[src/rtl/piece_queue_ctrl.sv]
// Next-piece queue and hold-slot sequencer for the Tetris datapath.
// Optional macro PIECE_QUEUE_NO_REPEAT_EN rejects one immediate repeat from the generator.
module piece_queue_ctrl #(
   parameter int QUEUE_DEPTH = 5,
   parameter int PIECE_W     = 3
) (
   input  logic                               clk_i,
   input  logic                               reset_i,
   input  logic [PIECE_W-1:0]                 gen_piece_i,
   input  logic                               gen_valid_i,
   output logic                               gen_req_o,
   input  logic                               next_req_i,
   input  logic                               hold_req_i,
   output logic [PIECE_W-1:0]                 cur_piece_o,
   output logic [PIECE_W*(QUEUE_DEPTH-1)-1:0] preview_o,
   output logic [PIECE_W-1:0]                 hold_piece_o,
   output logic                               spawn_o,
   output logic                               busy_o,
   output logic                               hold_denied_o
);
   localparam logic [PIECE_W-1:0] EMPTY = {PIECE_W{1'b1}};
   localparam int IDX_W = $clog2(QUEUE_DEPTH);

   typedef enum logic [1:0] {
      S_FILL   = 2'd0,
      S_READY  = 2'd1,
      S_REFILL = 2'd2
   } state_t;

   state_t             state_q, state_d;
   logic [PIECE_W-1:0] queue_q [QUEUE_DEPTH];
   logic [PIECE_W-1:0] queue_d [QUEUE_DEPTH];
   logic [PIECE_W-1:0] hold_q, hold_d;
   logic               hold_used_q, hold_used_d;
   logic               spawn_q, spawn_d;
   logic               denied_q, denied_d;
   logic               offer_s, accept_s;
   logic [IDX_W-1:0]   fill_idx_s;

   assign gen_req_o     = (state_q != S_READY);
   assign busy_o        = (state_q != S_READY);
   assign cur_piece_o   = queue_q[0];
   assign hold_piece_o  = hold_q;
   assign spawn_o       = spawn_q;
   assign hold_denied_o = denied_q;
   assign offer_s       = gen_req_o && gen_valid_i && (gen_piece_i != EMPTY);

   for (genvar g = 0; g < QUEUE_DEPTH-1; g++) begin : g_preview
      assign preview_o[g*PIECE_W +: PIECE_W] = queue_q[g+1];
   end

`ifdef PIECE_QUEUE_NO_REPEAT_EN
   logic [PIECE_W-1:0] last_q, last_d;
   logic               reroll_q, reroll_d;

   // A repeat of the last accepted piece is let through only on its second consecutive offer.
   assign accept_s = offer_s && ((gen_piece_i != last_q) || reroll_q);

   // Next-state for the last-accepted piece and the reroll flag.
   always_comb begin
      last_d   = last_q;
      reroll_d = reroll_q;
      if (accept_s) begin
         last_d   = gen_piece_i;
         reroll_d = 1'b0;
      end else if (offer_s) begin
         reroll_d = 1'b1;
      end else begin
         reroll_d = reroll_q;
      end
   end

   // Repeat-filter state registers.
   always_ff @(posedge clk_i) begin
      if (reset_i) begin
         last_q   <= EMPTY;
         reroll_q <= 1'b0;
      end else begin
         last_q   <= last_d;
         reroll_q <= reroll_d;
      end
   end
`else
   assign accept_s = offer_s;
`endif

   // Lowest EMPTY entry; the queue fills head-first so this is the fill pointer.
   always_comb begin
      fill_idx_s = IDX_W'(0);
      for (int i = QUEUE_DEPTH-1; i >= 0; i--) begin
         if (queue_q[i] == EMPTY) begin
            fill_idx_s = IDX_W'(i);
         end else begin
            fill_idx_s = fill_idx_s;
         end
      end
   end

   // Queue, hold slot and FSM next-state.
   always_comb begin
      state_d     = state_q;
      queue_d     = queue_q;
      hold_d      = hold_q;
      hold_used_d = hold_used_q;
      spawn_d     = 1'b0;
      denied_d    = 1'b0;
      case (state_q)
         S_FILL: begin
            if (accept_s) begin
               queue_d[fill_idx_s] = gen_piece_i;
               if (fill_idx_s == IDX_W'(QUEUE_DEPTH-1)) begin
                  state_d = S_READY;
                  spawn_d = 1'b1;
               end else begin
                  state_d = S_FILL;
               end
            end else begin
               state_d = S_FILL;
            end
         end
         S_READY: begin
            if (next_req_i || (hold_req_i && !hold_used_q && (hold_q == EMPTY))) begin
               // Lock and first hold both advance the queue and wait for a new tail.
               for (int i = 0; i < QUEUE_DEPTH-1; i++) begin
                  queue_d[i] = queue_q[i+1];
               end
               queue_d[QUEUE_DEPTH-1] = EMPTY;
               state_d                = S_REFILL;
               if (next_req_i) begin
                  hold_used_d = 1'b0;
                  denied_d    = hold_req_i;
               end else begin
                  hold_d      = queue_q[0];
                  hold_used_d = 1'b1;
               end
            end else if (hold_req_i) begin
               if (hold_used_q) begin
                  denied_d = 1'b1;
               end else begin
                  queue_d[0]  = hold_q;
                  hold_d      = queue_q[0];
                  hold_used_d = 1'b1;
                  spawn_d     = 1'b1;
               end
            end else begin
               state_d = S_READY;
            end
         end
         S_REFILL: begin
            if (accept_s) begin
               queue_d[QUEUE_DEPTH-1] = gen_piece_i;
               state_d                = S_READY;
               spawn_d                = 1'b1;
            end else begin
               state_d = S_REFILL;
            end
         end
         default: begin
            state_d = S_FILL;
         end
      endcase
   end

   // State registers with synchronous reset.
   always_ff @(posedge clk_i) begin
      if (reset_i) begin
         state_q     <= S_FILL;
         hold_q      <= EMPTY;
         hold_used_q <= 1'b0;
         spawn_q     <= 1'b0;
         denied_q    <= 1'b0;
         for (int i = 0; i < QUEUE_DEPTH; i++) begin
            queue_q[i] <= EMPTY;
         end
      end else begin
         state_q     <= state_d;
         hold_q      <= hold_d;
         hold_used_q <= hold_used_d;
         spawn_q     <= spawn_d;
         denied_q    <= denied_d;
         for (int i = 0; i < QUEUE_DEPTH; i++) begin
            queue_q[i] <= queue_d[i];
         end
      end
   end
endmodule

[config.mk]
export PLATFORM = sky130hd
export DESIGN_NAME = piece_queue_ctrl
export DESIGN_NICKNAME = d
export VERILOG_FILES = /design/src/rtl/piece_queue_ctrl.sv
export SDC_FILE = /design/constraint.sdc
export NUM_CORES = 1
export LEC_CHECK = 0
export CAP_MARGIN = 10
export CORE_MARGIN = 2
export CORE_UTILIZATION = 50
export DETAILED_ROUTE_END_ITERATION = 10
export PLACE_DENSITY = 0.9
export SYNTH_ARGS = -nofsm -noshare
export SYNTH_HDL_FRONTEND = slang
export SYNTH_SLANG_ARGS = --single-unit
[constraint.sdc]
create_clock -name clk_i -period 1.95 [get_ports clk_i]
set_clock_uncertainty 0.05 [all_clocks]
set_input_delay 0.4875 -clock clk_i [delete_from_list [all_inputs] [get_ports clk_i]]
set_output_delay 0.4875 -clock clk_i [all_outputs]
set_load 0.02 [all_outputs]
=== Word level (Yosys, flattened, before mapping) ===
Index checks and enable logic that the tools add are counted.

* Register bits after elaboration: 23
* Input bits: 8
* Output and inout bits: 22
* Logic and storage cells: 90

* $lt $le $gt $ge: 2
* Equal/unequal tests: 19
* Mux-type cells: 40
* Bitwise operators: 2
* Reduce and logical (&&, ||, !) cells: 17

{| class="wikitable"
|+ Operators by type and width
! kind !! number
|-
| $mux W3 || 14
|-
| $pmux W12 S2 || 1
|-
| $eq A3 B3 Y1 const B || 7
|-
| $bwmux W15 || 1
|-
| $mux W15 || 1
|-
| $mux W1 || 14
|-
| $mux W12 || 1
|-
| $ne A3 B3 Y1 const B || 4
|-
| $reduce_and A4 Y1 || 3
|-
| $demux W3 S3 || 1
|-
| $pmux W3 S3 || 1
|-
| $mux W2 || 4
|-
| $ne A2 B2 Y1 const B || 4
|-
| $pmux W2 S3 || 1
|-
| $logic_and A1 B1 Y1 || 5
|-
| $ge A4 B4 Y1 const B || 1
|-
| $lt A4 B1 Y1 const B || 1
|-
| $ne A2 B1 Y1 const B || 2
|-
| $not A3 Y4 || 1
|-
| $reduce_bool A2 Y1 || 2
|-
| $pmux W1 S3 || 1
|-
| $reduce_and A3 Y1 || 1
|-
| $reduce_bool A3 Y1 || 1
|-
| $eq A2 B1 Y1 const B || 1
|-
| other kinds (7) || 7
|}

=== Depth between registers and ports, before layout ===
Gate-level depths: netlist of the first run.

* Depth after elaboration: 14
* Depth in mapped cells: 7
* Depth with buffers taken out: 7

=== Worst setup path before layout of the first run ===
Ideal clock, no wire load.

* Path type: reg-to-reg
* Start point: register state_q[1]
* End point: register queue_q (netlist bit preview_o[8])
* Setup time: 0.120 ns
* Data arrival time: 1.596 ns
* Path slack: 0.184 ns
* Cell stages (with the launch flop): 8
* Clock period less this slack: 1.766 ns
* Cell sequence: dfxtp_1 -> inv_1 -> ha_1 -> inv_2 -> nand4_4 -> o32ai_2 -> and3_1 -> o21bai_2

* Word-level cells in the longest chain between the ends: 5
* Elaborated cells on any way between the ends: 10
* Classes of those cells: 4 x eq/ne; 1 x mux; 5 x reduce/logical

{| class="wikitable"
|+ RTL lines
! element !! line !! source
|-
| start: declaration || 30 || <nowiki>state_t state_q, state_d;</nowiki>
|-
| start signal: assignment || 176 || <nowiki>state_q <= state_d;</nowiki>
|-
| $ne A2 B1 Y1 || -- ||
|-
| via busy_o || 18 || <nowiki>output logic busy_o,</nowiki>
|-
| $logic_and A1 B1 Y1 (2 in series) || 46 || <nowiki>assign offer_s = gen_req_o && gen_valid_i && (gen_piece_i != EMPTY);</nowiki>
|-
| $ne A2 B2 Y1 (no line) || -- ||
|-
| $reduce_and A3 Y1 (no line) || -- ||
|-
| end signal: indexed assignment || 182 || <nowiki>queue_q[i] <= queue_d[i];</nowiki>
|-
| end: declaration || 31 || <nowiki>logic [PIECE_W-1:0] queue_q [QUEUE_DEPTH];</nowiki>
|}

The timed path passes the listed nets, and every way through them passes these cells.
A chain may end at the register's enable or synchronous reset.

=== Worst setup path in the final report of the first run ===
* Start point: register queue_q (netlist bit preview_o[1])
* End point: output port preview_o[1]

{| class="wikitable"
|+ RTL lines
! element !! line !! source
|-
| end: declaration || 15 || <nowiki>output logic [PIECE_W*(QUEUE_DEPTH-1)-1:0] preview_o,</nowiki>
|}

No word-level cell between the ends.

==> results.tsv, run 1 <==
metric	value	unit
status	completed	
reg2reg_setup_slack	0.09	ns
cp_cell_sequence	clkdlybuf4s50_1	
gp_congestion	0.831	
post-place-cells	224	
period_needed	1.90	ns
cts_max_path_buffers	2	
start_util	51.3	%
cp_slowest_cell	clkdlybuf4s50_1	
fin_crit_sh	97.7	%
place_ws	-0.217	ns
via_per_inst	6.05	
cts_tree	built	
grt_pass1_wl	6110	µm
yosysUniqueCellTypes	41	
drive_gt1_share	21.7	%
drt_iter0_markers	40	
layout_common_cells	dfxtp_1 (21), nand2_1 (20), clkdlybuf4s50_1 (19), nor2_1 (17), buf_4 (13)	
seq_area_frac_synth	33.4	%
hp-class	reg -> reg	
setup_viol	0	
design.core.area	2690	µm²
critPathKind	reg -> out	
dpl.hpwl	2710	µm
cp-start-kind	flip-flop	
wl_per_cell	16.1	µm
rows	19	
cp.required	1.41	ns
globalRouteOverflowTotal	0	
vias	1386	
p_leak	0.713	nW
worst_pin_slew	0.424	ns
n_antenna_cell	0	
track_usage	23.7	%
drv_cap	0	
met3_usage	5.07	%
async_reset_ff_share	0	%
min_to	hold_denied_o	
synth_area_per_cell	8.72	µm²
antenna_left	0	
clock_sinks	23	
synth-seq-cells	23	
yosysWarnings	0	
vdd_drop_max	0.449	mV
slowest_delay	0.63	ns
fmax	525	MHz
cp.depth	1	
cp.arrival	1.37	ns
insertion_delay	0.31	ns
die_h	56.5	µm
grt_pass1_vias	1396	
fin_cells	229	
firstDrtPassIters	4	
use_met2	42.4	%
whs	0.495	ns
htreeDepth	1	
worstHoldStart	hold_used_q	
drc	0	
port_buffers	29	
end_kind	output pin	
cts_root_buffer	clkbuf_4	
n_fill_cell	186	
grt_max_degree	21	
drv_slew	0	
r2r_cells	7	
cp_top_family	buffers and inverters	
setup_slack	0.0451	ns
dpl_cell_area	1770	µm²
synthCells	158	
synth_nets	170	
die_width	56.5	µm
cp_max_fo	4	
fin_nets	211	
antenna_found_initial	0	
area_growth	35.1	%
die_area	3190	µm²
busiest_layer	met2	
synth_edf_count	0	
numCtsBuffers	3	
synth_largest_area_cell	dfxtp_1	
io_pins	30	
grt_use_met1	26.5	%
r2r-start	state_q[1]	
max_slew_margin	71.7	%
finalHoldViolCount	0	
r2r-end	cur_piece_o[1]	
finalSetupTns	0	ns
synthFlopType	dfxtp_1	
clk_pin_slew_worst_paths	0.13	ns
final_common_cell	dfxtp_1	
p_per_area	584	nW/µm²
wirelength	3680	µm
synthTopCellsByArea	dfxtp_1 (33%), o21bai_2 (5.7%), nand2_1 (5.4%), nor2_1 (4.6%), and3_1 (4.1%)	
path_buf_inv	1	
hold_depth	2	
yosysTopAreaCellShare	33.4	%
fin_area	1860	µm²
syn-cell-area	1380	µm²
cts_hold_buf	0	
-- worst reg2reg max path: cells and delay by family (launching register included) --
| family | cells | cell delay, ns |
|---|---|---|
| AO/OA/AOI/OAI | 2 | 0.43 |
| buffers and inverters | 2 | 0.32 |
| adder cells (fa/ha/maj) | 1 | 0.18 |
| flip-flops | 1 | 0.36 |
| AND/OR/NAND/NOR | 2 | 0.43 |
-- synth_stat cells (2+ instances only) --
| cell | instances |
|---|---|
| clkbuf_1 | 3 |
| a21oi_1 | 8 |
| nor2_1 | 17 |
| and3_1 | 9 |
| ha_1 | 4 |
| o32ai_2 | 3 |
| nand2_1 | 20 |
| o221ai_1 | 3 |
| o21ai_0 | 4 |
| a211o_1 | 4 |
| nor3_1 | 2 |
| a211oi_1 | 2 |
| mux2i_1 | 5 |
| nand3_1 | 8 |
| nor2b_1 | 3 |
| inv_1 | 4 |
| nand2b_1 | 4 |
| dfxtp_1 | 23 |
| o21bai_2 | 7 |
| buf_2 | 2 |
| a2bb2oi_1 | 3 |
-- report_power, final --
| group | total (W) | switching [W] | internal (W) |
|---|---|---|---|
| registers | 0.000523 | 0.0000280 | 0.000495 |
| logic | 0.000340 | 0.000181 | 0.000159 |
| clock network | 0.000223 | 0.000146 | 0.0000767 |
-- timing repair --
| item | in CTS | in global routing |
|---|---|---|
| setup buffers | 0 | 1 |
| setup endpoints to repair | 5 | 20 |
| pin swaps | 0 | 1 |
| resized for setup | 5 | 15 |
-- registers in the layout, summed over array words and instances (netlist names) --
| name | count |
|---|---|
| hold_piece_o | 3 |
| spawn_o | 1 |
| hold_denied_o | 1 |
| preview_o | 12 |
| state_q | 2 |
| cur_piece_o | 3 |
| hold_used_q | 1 |
-- per-layer routing --
metal | vias up | share of wire, %
met5 | - | 0
met4 | 0 | 2.4
met3 | 10 | 4.5
met2 | 47 | 52
met1 | 676 | 41
li1 | 653 | -
-- area by class of cell --
type / instances / area [µm²] / share of cell area (%)
Multi-Input combinational cell: 123 / 901 / 48.4
Sequential cell: 23 / 463 / 24.9
Timing Repair Buffer: 43 / 412 / 22.1
Tap cell: 31 / 38.8 / 2.08
Clock buffer: 3 / 22.5 / 1.21
Inverter: 5 / 18.8 / 1.01
Clock inverter: 1 / 5.00 / 0.269
-- worst max path at each step --
| stage | from | to | slack (ns) |
|---|---|---|---|
| global placement | gen_piece_i[1] | preview_o[6] | -0.14 |
| floorplan | state_q[1] | preview_o[8] | 0.18 |
| global route | preview_o[1] | preview_o[1] | -0.0005 |
| detailed placement | gen_piece_i[1] | preview_o[7] | -0.22 |
| finish | preview_o[1] | preview_o[1] | 0.05 |
| CTS | state_q[1] | gen_req_o | 0.008 |
-- through the flow --
step	total power, W	util, %
final	0.00109	69.3
after global routing	0.00114	69.3
after CTS	0.00107	67.1
after detailed placement	0.000850	65.8
after global placement	0.000837	65.8
after floorplan	0.000723	-
-- cell families (layout without fill, tap and decap cells) --
family                     after synthesis  after routing  synth area share [%]
AOI/OAI and AO/OA                       42             42                  27.3
adders and majority gates                4              4                  3.63
buffers and inverters                   12             52                  4.00
DFF                                     23             23                  33.4
muxes                                    5              5                  3.63
and+or+nand+nor                         72             72                  28.0
Power figures use the tool's default switching activity.
==> run 2, diff against run 1 <==
--- a/config.mk
+++ b/config.mk
@@ -10,6 +10,7 @@
 export CORE_UTILIZATION = 50
 export DETAILED_ROUTE_END_ITERATION = 10
 export PLACE_DENSITY = 0.9
+export SETUP_SLACK_MARGIN = 0.02
 export SYNTH_ARGS = -nofsm -noshare
 export SYNTH_HDL_FRONTEND = slang
 export SYNTH_SLANG_ARGS = --single-unit
==> results.tsv, run 2 (same netlist as run 1, synthesis figures left out) <==
metric	value	unit	change
dpl.hpwl	2710	µm	unchanged
status	completed		
insertion_delay	0.32	ns	about the same
layout_common_cells	dfxtp_1 (21), nand2_1 (20), nor2_1 (17), buf_4 (15), dlymetal6s2s_1 (13)		
grt_pass1_vias	1415		+1.4%
drt_iter0_markers	56		+40%
globalRouteOverflowTotal	0		unchanged
crit_start	preview_o[4]		
clk_pin_slew_worst_paths	0.13	ns	about the same
finalHoldViolCount	0		unchanged
design.core.area	2690	µm²	unchanged
grt_pass1_wl	6150	µm	+0.56%
drv_cap	0		unchanged
cts_root_buffer	clkbuf_4		
p_leak	0.720	nW	+0.95%
drc	0		unchanged
dpl_cell_area	1770	µm²	unchanged
grt_max_degree	21		unchanged
drv_slew	0		unchanged
die_area	3190	µm²	unchanged
r2r-start	state_q[1]		
rsz0062_at_grt	no		
hold_depth	2		unchanged
die_h	56.5	µm	unchanged
gp_congestion	0.831		unchanged
cp_cell_sequence	clkdlybuf4s50_1		
wl_per_cell	16.5	µm	+2.5%
cp.arrival	1.36	ns	about the same
critPathKind	reg -> out		
fin_nets	213		+0.95%
clock_sinks	23		unchanged
reg2reg_setup_slack	0.08	ns	about the same
start_util	51.3	%	unchanged
cp.required	1.41	ns	about the same
antenna_found_initial	0		unchanged
numCtsBuffers	3		unchanged
track_usage	23.8	%	+0.14 points
cp_max_fo	4		unchanged
slowest_delay	0.63	ns	about the same
cp_top_family	buffers and inverters		
io_pins	30		unchanged
fin_crit_sh	97.5	%	-0.24 points
firstDrtPassIters	4		unchanged
port_buffers	29		unchanged
period_needed	1.90	ns	-0.00461 ns
path_buf_inv	1		unchanged
cts_tree	built		
r2r_cells	7		unchanged
htreeDepth	1		unchanged
fin_cells	231		+0.87%
finalSetupTns	0	ns	unchanged
end_kind	output pin		
area_growth	36.5	%	
fmax	526	MHz	+0.24%
cp-start-kind	flip-flop		
largest_reg_flops	12		unchanged
worstHoldStart	hold_used_q		
rows	19		unchanged
n_fill_cell	191		+2.7%
final_common_cell	dfxtp_1		
p_per_area	581	nW/µm²	-0.47%
n_antenna_cell	0		unchanged
max_slew_margin	70.7	%	-0.97 points
vias	1394		+0.58%
wirelength	3810	µm	+3.4%
fin_area	1880	µm²	+1.1%
hp-class	reg -> reg		
cts_max_path_buffers	2		unchanged
drive_gt1_share	23.0	%	+1.3 points
cp.depth	1		unchanged
setup_viol	0		unchanged
post-place-cells	224		unchanged
die_width	56.5	µm	unchanged
worst_pin_slew	0.438	ns	+0.0145 ns
via_per_inst	6.03		-0.29%
antenna_left	0		unchanged
vdd_drop_max	0.457	mV	+1.8%
cp_slowest_cell	clkdlybuf4s50_1		
[run 2: worst reg2reg max path: stages (launching register included)]
cell and delay, ns:
dfxtp_2 0.36, inv_1 0.07, ha_1 0.18, buf_4 0.26
nand2b_2 0.19, o22a_2 0.28, or2_1 0.24, a2bb2oi_1 0.15
[run 2: metal layers]
metal / up-vias / track usage (%) / routed length [µm]
met2: 54 / 42.4 / 1970
met5: - / 0 / 0
met3: 8 / 5.30 / 195
li1: 653 / - / -
met1: 679 / 26.6 / 1570
met4: 0 / 11.2 / 67
[run 2: final cells by class]
cell class	count	area, µm²	share of cell area, %
Clock inverter	1	5.00	0.266
Tap cell	31	38.8	2.06
Timing Repair Buffer	45	434	23.1
Clock buffer	3	22.5	1.20
Inverter	5	18.8	0.998
Multi-Input combinational cell	123	898	47.8
Sequential cell	23	463	24.6
[run 2: final timing paths]
kind,end
max reg2reg,cur_piece_o[1]
min,hold_denied_o
min reg2reg,hold_denied_o
max,preview_o[4]
[run 2: repair_timing]
| action | CTS | global route |
|---|---|---|
| buffers inserted | 0 | 3 |
| hold endpoints to repair | 0 | 0 |
| hold buffers | 0 | 0 |
| resized for setup | 6 | 22 |
| pin swaps | 0 | 1 |
| endpoints found under the setup margin | 5 | 27 |
[run 2: per-stage QoR]
step | util (%) | hold WS [ns] | power [W] | setup WS [ns]
2_1_floorplan | - | 0.434 | 0.000723 | 0.184
3_3_place_gp | 65.8 | 0.456 | 0.000837 | -0.142
3_5_place_dp | 65.8 | 0.472 | 0.000850 | -0.217
4_1_cts | 67.1 | 0.493 | 0.00107 | 0.00521
5_1_grt | 70.0 | 0.515 | 0.00114 | 0.0148
6_report | 70.0 | 0.495 | 0.00109 | 0.0497
[run 2: where the power goes]
part           leakage (nW)  total, W  internal, W  switching (W)
combinational         0.515  0.000341     0.000157       0.000184
clock                0.0177  0.000228    0.0000768       0.000151
sequential            0.188  0.000523     0.000495      0.0000284
total                 0.720   0.00109     0.000729       0.000363
